$ cat config.mk
export PLATFORM = sky130hd
export DESIGN_NAME = vital_alarm_monitor
export DESIGN_NICKNAME = d
export VERILOG_FILES = /design/src/rtl/vital_alarm_monitor.sv
export SDC_FILE = /design/constraint.sdc
export NUM_CORES = 1
export LEC_CHECK = 0
export ABC_AREA = 1
export BUFFER_PORTS_ARGS = -buffer_cell sky130_fd_sc_hd__clkbuf_2
export CAP_MARGIN = 10
export CORE_ASPECT_RATIO = 1.25
export CORE_MARGIN = 3
export CORE_UTILIZATION = 60
export CTS_BUF_LIST = sky130_fd_sc_hd__clkbuf_8
export DETAILED_ROUTE_END_ITERATION = 8
export GPL_ROUTABILITY_DRIVEN = 0
export PLACE_DENSITY = 0.88
export SLEW_MARGIN = 40
export SYNTH_ARGS = -nofsm -noshare
export SYNTH_HDL_FRONTEND = slang
export SYNTH_SLANG_ARGS = --single-unit
$ cat constraint.sdc
create_clock -name clk -period 3.25 [get_ports clk]
set_clock_uncertainty 0.15 [all_clocks]
set_input_delay 0.325 -clock clk [delete_from_list [all_inputs] [get_ports clk]]
set_output_delay 0.325 -clock clk [all_outputs]
set_load 0.01 [all_outputs]
$ cat src/rtl/vital_alarm_monitor.sv
`default_nettype none
// ============================================================================
//  Module   : vital_alarm_monitor
//  Brief    : Multi-channel vital-sign alarm engine with persistence filtering,
//             hysteresis, sticky alarms with acknowledge and first-alarm capture.
//  Revision : 1.0  initial release
// ============================================================================
module vital_alarm_monitor #(
   parameter  int CH      = 4,
   parameter  int W       = 8,
   parameter  int PERSIST = 4,
   parameter  int CLEAR   = 4,
   parameter  int HYST    = 2,
   localparam int CHW     = (CH > 1) ? $clog2(CH) : 1
) (
   input  logic           clk,
   input  logic           reset,
   input  logic           sample_valid,
   input  logic [CHW-1:0] sample_ch,
   input  logic [W-1:0]   sample_data,
   input  logic           cfg_we,
   input  logic [CHW-1:0] cfg_ch,
   input  logic [W-1:0]   cfg_lo,
   input  logic [W-1:0]   cfg_hi,
   input  logic [CH-1:0]  ack,
   output logic [CH-1:0]  alarm,
   output logic [CH-1:0]  alarm_latched,
   output logic           alarm_any,
   output logic [CH-1:0]  level_high,
   output logic [CHW-1:0] first_ch,
   output logic           first_valid
);

   localparam int c_cnt_max = (PERSIST > CLEAR) ? PERSIST : CLEAR;
   localparam int c_cnt_w   = $clog2(c_cnt_max + 1);
   localparam int c_w1      = W + 1;

   localparam logic [c_cnt_w-1:0] c_persist = c_cnt_w'(PERSIST);
   localparam logic [c_cnt_w-1:0] c_clear   = c_cnt_w'(CLEAR);
   localparam logic [c_cnt_w-1:0] c_one     = c_cnt_w'(1);
   localparam logic [W:0]         c_hyst    = c_w1'(HYST);
   localparam logic [W:0]         c_sat     = {1'b0, {W{1'b1}}};

   // Bit 1 of the encoding is the live alarm flag (ALARM or RECOVER).
   localparam logic [1:0] c_normal  = 2'b00;
   localparam logic [1:0] c_pending = 2'b01;
   localparam logic [1:0] c_alarm   = 2'b10;
   localparam logic [1:0] c_recover = 2'b11;

   logic [CH-1:0]  w_entry;
   logic [CH-1:0]  w_latched_nx;
   logic [CH-1:0]  w_alarm_v;
   logic [CH-1:0]  w_level_v;
   logic [CHW-1:0] w_low_idx;
   logic [CH-1:0]  r_latched;
   logic           r_alarm_any;
   logic [CHW-1:0] r_first_ch;
   logic           r_first_valid;

   for (genvar i = 0; i < CH; i++) begin : g_ch
      localparam logic [CHW-1:0] c_idx = CHW'(i);

      logic [W-1:0]       r_lo;
      logic [W-1:0]       r_hi;
      logic [1:0]         r_state;
      logic [1:0]         w_state_nx;
      logic [c_cnt_w-1:0] r_cnt;
      logic [c_cnt_w-1:0] w_cnt_nx;
      logic [c_cnt_w-1:0] w_cnt_inc;
      logic               r_level;
      logic               w_cfg_hit;
      logic               w_smp_hit;
      logic               w_abnormal;
      logic               w_recovered;
      logic               w_enter;
      logic [W:0]         w_data_x;
      logic [W:0]         w_lo_sum;
      logic [W:0]         w_lo_h;
      logic [W:0]         w_hi_h;

      // A configuration write on the same channel swallows the sample.
      assign w_cfg_hit  = cfg_we && (cfg_ch == c_idx);
      assign w_smp_hit  = sample_valid && (sample_ch == c_idx) && !w_cfg_hit;
      assign w_abnormal = (sample_data < r_lo) || (sample_data > r_hi);

      // Recovery band is shrunk by HYST on both sides, saturating at the rails.
      assign w_data_x    = {1'b0, sample_data};
      assign w_lo_sum    = {1'b0, r_lo} + c_hyst;
      assign w_lo_h      = (w_lo_sum > c_sat) ? c_sat : w_lo_sum;
      assign w_hi_h      = ({1'b0, r_hi} < c_hyst) ? '0 : ({1'b0, r_hi} - c_hyst);
      assign w_recovered = (w_data_x >= w_lo_h) && (w_data_x <= w_hi_h);
      assign w_cnt_inc   = r_cnt + c_one;

      always_comb begin
         w_state_nx = r_state;
         w_cnt_nx   = r_cnt;
         w_enter    = 1'b0;
         if (w_smp_hit) begin
            case (r_state)
               c_normal: begin
                  if (w_abnormal) begin
                     if (PERSIST == 1) begin
                        w_state_nx = c_alarm;
                        w_cnt_nx   = '0;
                        w_enter    = 1'b1;
                     end else begin
                        w_state_nx = c_pending;
                        w_cnt_nx   = c_one;
                     end
                  end
               end
               c_pending: begin
                  if (!w_abnormal) begin
                     w_state_nx = c_normal;
                     w_cnt_nx   = '0;
                  end else if (w_cnt_inc == c_persist) begin
                     w_state_nx = c_alarm;
                     w_cnt_nx   = '0;
                     w_enter    = 1'b1;
                  end else begin
                     w_cnt_nx   = w_cnt_inc;
                  end
               end
               c_alarm: begin
                  if (w_recovered) begin
                     if (CLEAR == 1) begin
                        w_state_nx = c_normal;
                        w_cnt_nx   = '0;
                     end else begin
                        w_state_nx = c_recover;
                        w_cnt_nx   = c_one;
                     end
                  end
               end
               c_recover: begin
                  if (!w_recovered) begin
                     w_state_nx = c_alarm;
                     w_cnt_nx   = '0;
                  end else if (w_cnt_inc == c_clear) begin
                     w_state_nx = c_normal;
                     w_cnt_nx   = '0;
                  end else begin
                     w_cnt_nx   = w_cnt_inc;
                  end
               end
               default: begin
                  w_state_nx = c_normal;
                  w_cnt_nx   = '0;
               end
            endcase
         end
         if (w_cfg_hit) begin
            w_state_nx = c_normal;
            w_cnt_nx   = '0;
         end
      end

      always_ff @(posedge clk or posedge reset) begin
         if (reset) begin
            r_lo    <= '0;
            r_hi    <= '1;
            r_state <= c_normal;
            r_cnt   <= '0;
            r_level <= 1'b0;
         end else begin
            if (w_cfg_hit) begin
               r_lo <= cfg_lo;
               r_hi <= cfg_hi;
            end
            r_state <= w_state_nx;
            r_cnt   <= w_cnt_nx;
            if (w_enter) begin
               r_level <= (sample_data > r_hi);
            end
         end
      end

      assign w_entry[i]   = w_enter;
      assign w_alarm_v[i] = r_state[1];
      assign w_level_v[i] = r_level;
      // Ack only takes effect while not alarmed; a fresh entry always wins.
      assign w_latched_nx[i] = w_enter | (r_latched[i] & ~(ack[i] & ~r_state[1]));
   end

   always_comb begin
      w_low_idx = '0;
      for (int k = CH - 1; k >= 0; k--) begin
         if (w_entry[k]) begin
            w_low_idx = CHW'(k);
         end
      end
   end

   always_ff @(posedge clk or posedge reset) begin
      if (reset) begin
         r_latched     <= '0;
         r_alarm_any   <= 1'b0;
         r_first_ch    <= '0;
         r_first_valid <= 1'b0;
      end else begin
         r_latched   <= w_latched_nx;
         r_alarm_any <= |w_latched_nx;
         if (!r_first_valid && (|w_entry)) begin
            r_first_ch    <= w_low_idx;
            r_first_valid <= 1'b1;
         end else if (w_latched_nx == '0) begin
            r_first_ch    <= '0;
            r_first_valid <= 1'b0;
         end
      end
   end

   assign alarm         = w_alarm_v;
   assign alarm_latched = r_latched;
   assign alarm_any     = r_alarm_any;
   assign level_high    = w_level_v;
   assign first_ch      = r_first_ch;
   assign first_valid   = r_first_valid;

endmodule
`default_nettype wire

## After elaboration in Yosys (flattened, before gate mapping)

Index checks and enable logic that the tools add are counted.

- Register bits after elaboration: 96
- Output and inout bits: 16
- Input bits: 36

- Add/subtract/negate cells: 12
- Eq/ne operators: 38
- Reductions and logical operators: 48
- Magnitude comparators: 24
- Multiplexer cells: 100
- Bitwise operators: 20

Operator list:

| cell | count |
|---|---|
| 3-bit 2-to-1 mux | 28 |
| 2-bit 2-to-1 mux | 38 |
| 9-bit 2-to-1 mux | 8 |
| 3-bit one-hot mux with 4 select lines | 4 |
| 8-bit by 2-bit adder with 9-bit output (second input constant) | 4 |
| 8-bit by 9-bit >= comparator with 1-bit output | 4 |
| 9-bit by 8-bit > comparator with 1-bit output (second input constant) | 4 |
| 8-bit by 9-bit less-or-equal comparator with 1-bit output | 4 |
| 8-bit by 2-bit subtractor with 9-bit output (second input constant) | 4 |
| 8-bit > comparator | 4 |
| 8-bit by 2-bit < comparator with 1-bit output (second input constant) | 4 |
| 8-bit < comparator | 4 |
| 4-bit != test (second input constant) | 8 |
| 2-bit one-hot mux with 4 select lines | 4 |
| 2-bit equality test (second input constant) | 12 |
| 3-bit != test (second input constant) | 8 |
| 5-bit AND reduction | 4 |
| 1-bit 2-to-1 mux | 18 |
| 1-bit logical AND | 17 |
| 3-bit by 1-bit adder with 3-bit output (second input constant) | 4 |
| 2-bit by 1-bit equality test with 1-bit output (second input constant) | 6 |
| 3-bit equality test (second input constant) | 4 |
| 2-bit logical NOT | 6 |
| 3-bit AND reduction | 4 |
| 8 further kinds | 37 |

## Depth between registers and ports, before layout

- Depth after elaboration: 11
- Gate-level depth with buffers: 25
- Mapped depth without buffers: 25

## Least setup slack after synthesis

Ideal clock, no wire load.

- Kind: flip-flop to flip-flop
- Start: reg g_ch[0].r_lo[1]
- End: reg g_ch[0].r_state[0]
- Path buffers: 0
- Slack: 0.315 ns
- Cell stages (with the launch flop): 23
- Arrival time: 2.669 ns
- Path through: dfrtp_1 -> ha_1 -> nand3_1 -> nor3_1 -> xor2_1 -> nor3b_1 -> a31oi_1 -> inv_2 -> nor2_1 -> ha_1 -> nand2_1 -> inv_1 -> nand3_1 -> nor3_1 -> nor2_1 -> a21oi_1 -> nand2_1 -> nand2_1 -> nand2_1 -> inv_1 -> nand2_1 -> nand2_1 -> nand2_1

- Cells in the longest elaborated chain, start to end: 9
- Elaborated cells between the ends (all ways): 17
- Classes of those cells: add/sub (1); order compare (3); eq/ne (4); mux (6); reduce/logical (3)

Ends and longest elaborated chain:

| element | RTL line | RTL |
|---|---|---|
| start: declaration | 63 | `logic [W-1:0] r_lo;` |
| start signal: assignment | 167 | `r_lo <= cfg_lo;` |
| 8-bit by 2-bit adder with 9-bit output | 88 | `assign w_lo_sum = {1'b0, r_lo} + c_hyst;` |
| 9-bit by 8-bit > comparator with 1-bit output | 89 | `assign w_lo_h = (w_lo_sum > c_sat) ? c_sat : w_lo_sum;` |
| 9-bit 2-to-1 mux | 89 |  |
| 8-bit by 9-bit >= comparator with 1-bit output | 91 | `assign w_recovered = (w_data_x >= w_lo_h) && (w_data_x <= w_hi_h);` |
| 1-bit logical AND | 91 |  |
| 2-bit 2-to-1 mux | 136 | `if (!w_recovered) begin` |
| 2-bit one-hot mux with 4 select lines | 99 | `case (r_state)` |
| 2-bit 2-to-1 mux | 98 | `if (w_smp_hit) begin` |
| 2-bit 2-to-1 mux | 152 | `if (w_cfg_hit) begin` |
| end signal: assignment | 162 | `r_state <= c_normal;` |
| end signal: assignment | 170 | `r_state <= w_state_nx;` |
| end: declaration | 65 | `logic [1:0] r_state;` |

Several ways; a longest one is shown, not always the timed one. The select of a mux whose other input is x is not followed.
A chain may end at the register's enable or synchronous reset.

## Worst setup path in the final report

- Start: reg g_ch[2].r_lo[1]
- End: reg g_ch[2].r_state[1]

- Cells in the longest elaborated chain, start to end: 9
- Elaborated cells between the ends (all ways): 17
- Classes of those cells: add/sub (1); order compare (3); eq/ne (4); mux (6); reduce/logical (3)

Ends and longest elaborated chain:

| element | RTL line |
|---|---|
| start: declaration | 63 |
| start signal: assignment | 167 |
| 8-bit by 2-bit adder with 9-bit output | 88 |
| 9-bit by 8-bit > comparator with 1-bit output | 89 |
| 9-bit 2-to-1 mux | 89 |
| 8-bit by 9-bit >= comparator with 1-bit output | 91 |
| 1-bit logical AND | 91 |
| 2-bit 2-to-1 mux | 136 |
| 2-bit one-hot mux with 4 select lines | 99 |
| 2-bit 2-to-1 mux | 98 |
| 2-bit 2-to-1 mux | 152 |
| end signal: assignment | 162 |
| end signal: assignment | 170 |
| end: declaration | 65 |

Several ways; a longest one is shown, not always the timed one. The select of a mux whose other input is x is not followed.

==> flow_summary.toml <==
[status]
status = "complete, but fails checks"
violations = "setup timing"

[grt]
antenna_found_initial = 0
grt_overflow = 0
grt_use_total = 0.280
grt_pass1_vias = 8151
grt_max_degree = 56
grt_pass1_wl_um = 36500

[floorplanning]
die_h_um = 141
dieArea_um2 = 16000
initial_utilization = 0.623
num_io_pins = 52
rows = 48
dieWidth_um = 114
core_area_um2 = 14000

[worst_setup_path]
critPathLaunchType = "flip-flop"
crit_type = "reg2reg"
critPathBufInv = 2
cpPeakStageDelay_ps = 410
crit_path_cell_trace = "inv_2 -> ha_1 -> o211ai_1 -> nor4b_2 -> nand3_1 -> nand2_2 -> a21oi_2 -> ha_1 -> nand2_2 -> inv_2 -> nand3_1 -> nor3_2 -> nor2_1 -> nand2_1 -> nand3_2 -> a21oi_4 -> nand2_2 -> nand2_1 -> nand2_1"
critical-path-top-delay-family = "simple AND/OR/NAND/NOR gates"
critical_path.slowest_cell = "dfrtp_1"
crit_path_max_fanout = 6
worst-r2r-cell-count = 19
cp.depth = 19
cp.required_ps = 3380
endpoint_kind = "flip-flop"
cp.arrival_ps = 3450
rrSetupSlack_ps = -70

[synth]
synthXorXnorAreaFrac = 0.0231
netlist_top_cells_count = "nand2_1 (360), inv_1 (176), ha_1 (144), nor2_1 (91), o21ai_0 (88)"
synthDominantCellAreaShare = 0.207
synth_top_area_cell = "ha_1"
syn_area_per_cell_um2 = 7.07
yosys-top-cells-area = "ha_1 (21%), dfrtp_1 (18%), nand2_1 (16%)"
seq_area_frac_synth = 0.280
synth_compound_area_frac = 0.112
syn_area_um2 = 8720
yosysMostFrequentCell = "nand2_1"
yosys.area_share.simple = 0.286
syn-num-nets = 1413
synth_warnings = 0
synth.area.mux_share = 0
syn_inst = 1233
synth_top_family_by_area = "simple AND/OR/NAND/NOR gates"
synth_edf_count = 0
async_flop_share = 1.00
synth_fa_ha_area_frac = 0.207
ys_types = 39
synth-main-ff-cell = "dfrtp_1"
ys_ff_latch = 96

[routing]
vias_per_cell = 5.82
wirelength_um = 23700
wl_per_cell_um = 15.9
drc_errors = 0
via_count = 8643
dr.pass1.iters = 5
drt_iter0_drc = 581
antenna_left = 0

[worst_hold_path]
whs_path_depth = 3
min_path_type = "in2reg"

[run]
maxCapViolations = 0

[placement]
post-place-ws_ps = -22.9
dp.cells = 1449
dp_hpwl_um = 16400
port_buffers = 51

[cells_and_area]
syn2layout_area_growth_pct = 14.0
stdcell_count = 1485
fin_nets = 1485
final_layout_size_suffix_gt1_frac = 0.187
antenna_cells = 0

[cts]
clk_pin_slew_ps = 100
htreeDepth = 3
cts_made_buffers = 9
cts_tree = "yes"
cts_num_sinks = 96
clk_latency_ps = 380
cts_root_buf = "clkbuf_8"
clockBufferDepth = 2

[power_and_ir_drop]
powerDensity_nw_per_um2 = 507
power_w = 0.00504
p_leak_nw = 5.33
peakVddDrop_mv = 0.367

[timing]
hold_viol = 0
setup_slack_ps = -74.2
timing.fmax_mhz = 301
rsz0062_at_grt = "true"
tightest_slew_ps = 708
maxSlewViolCount = 0
finalCritPeriodShare = 1.02
setup-violations-final = 10
max-slew-margin-rel = 0.528
min_period_ps = 3320
==> cells by family (layout without fill, tap and decap cells) <==
| logic type | after synthesis | count (layout) |
|---|---|---|
| AND/OR/NAND/NOR | 586 | 586 |
| adder cells (fa/ha/maj) | 144 | 144 |
| flip-flops | 96 | 96 |
| AO/OA/AOI/OAI | 178 | 178 |
| buffers and inverters | 206 | 283 |
| XOR/XNOR | 23 | 23 |
==> cell type report <==
type / instances / area [um^2]
Tap cell: 175 / 219
Sequential cell: 96 / 2450
Clock buffer: 10 / 138
Fill cell: 1059 / 4060
Multi-Input combinational cell: 931 / 5860
Clock inverter: 6 / 66.3
Timing Repair Buffer: 82 / 502
Inverter: 185 / 704
==> power breakdown <==
| group | total [W] | internal (W) | switching, W |
|---|---|---|---|
| registers | 0.00172 | 0.00146 | 0.000258 |
| logic | 0.00248 | 0.000945 | 0.00153 |
| clock network | 0.000842 | 0.000380 | 0.000461 |
==> per-layer routing <==
metal  track usage  wire length [um]
met1         0.334              9060
met2         0.491             11400
met3        0.0369              1710
met4         0.143              1470
met5             0                 0
==> final timing paths <==
kind,startpoint,end
setup / recovery,g_ch[2].r_lo[1]$_DFFE_PP0P_,g_ch[2].r_state[1]$_DFFE_PP0P_
hold / removal,cfg_lo[0],g_ch[3].r_lo[0]$_DFFE_PP0P_
setup reg to reg,g_ch[2].r_lo[1]$_DFFE_PP0P_,g_ch[2].r_state[1]$_DFFE_PP0P_
hold reg to reg,g_ch[0].r_hi[0]$_DFFE_PP1P_,g_ch[0].r_hi[0]$_DFFE_PP1P_
max in group asynchronous,reset,g_ch[3].r_hi[6]$_DFFE_PP1P_
min in group asynchronous,reset,g_ch[0].r_cnt[0]$_DFFE_PP0P_
==> what timing repair did <==
item / CTS / global route
hold endpoints to repair: 52 / 0
setup buffers: 1 / 18
pin swaps: 0 / 46
endpoints found under the setup margin: 8 / 20
hold buffers: 1 / 0
resized for setup: 3 / 111
==> flip-flops by register name (all words and copies together) (netlist names) <==
register       count
alarm_any          1
alarm_latched      4
first_ch           2
first_valid        1
g_ch.r_cnt        12
g_ch.r_hi         32
g_ch.r_level       4
g_ch.r_lo         32
g_ch.r_state       8
==> per-stage QoR <==
step	hold WS (ps)	util	setup TNS, ps	area (um^2)
after global placement	315	0.655	0	9170
after global routing	59.5	0.710	-3390	9930
after CTS	17.8	0.672	0	9410
after detailed placement	321	0.655	-76.1	9170
after floorplan	271	-	0	8720
final	31.7	0.710	-284	9930
==> layout by cell type, fill, tap and decap left out, types with 21 or more instances in the layout <==
master / Yosys / routed
clkbuf_2: 0 / 51
dfrtp_1: 64 / 60
dfstp_2: 32 / 32
o21ai_0: 88 / 83
nand2_1: 360 / 337
inv_1: 176 / 165
nand3_1: 73 / 60
nor2_1: 91 / 81
buf_4: 8 / 27
xor2_1: 23 / 21
a21oi_1: 51 / 47
ha_1: 144 / 137
==> worst register-to-register path: stages (launching register included) <==
cell and delay [ps]:
dfrtp_1 410, inv_2 90, ha_1 310, o211ai_1 140
nor4b_2 320, nand3_1 150, nand2_2 170, a21oi_2 60
ha_1 330, nand2_2 80, inv_2 50, nand3_1 90
nor3_2 120, nor2_1 60, nand2_1 110, nand3_2 120
a21oi_4 260, nand2_2 90, nand2_1 60, nand2_1 50
Power figures use the tool's default switching activity.
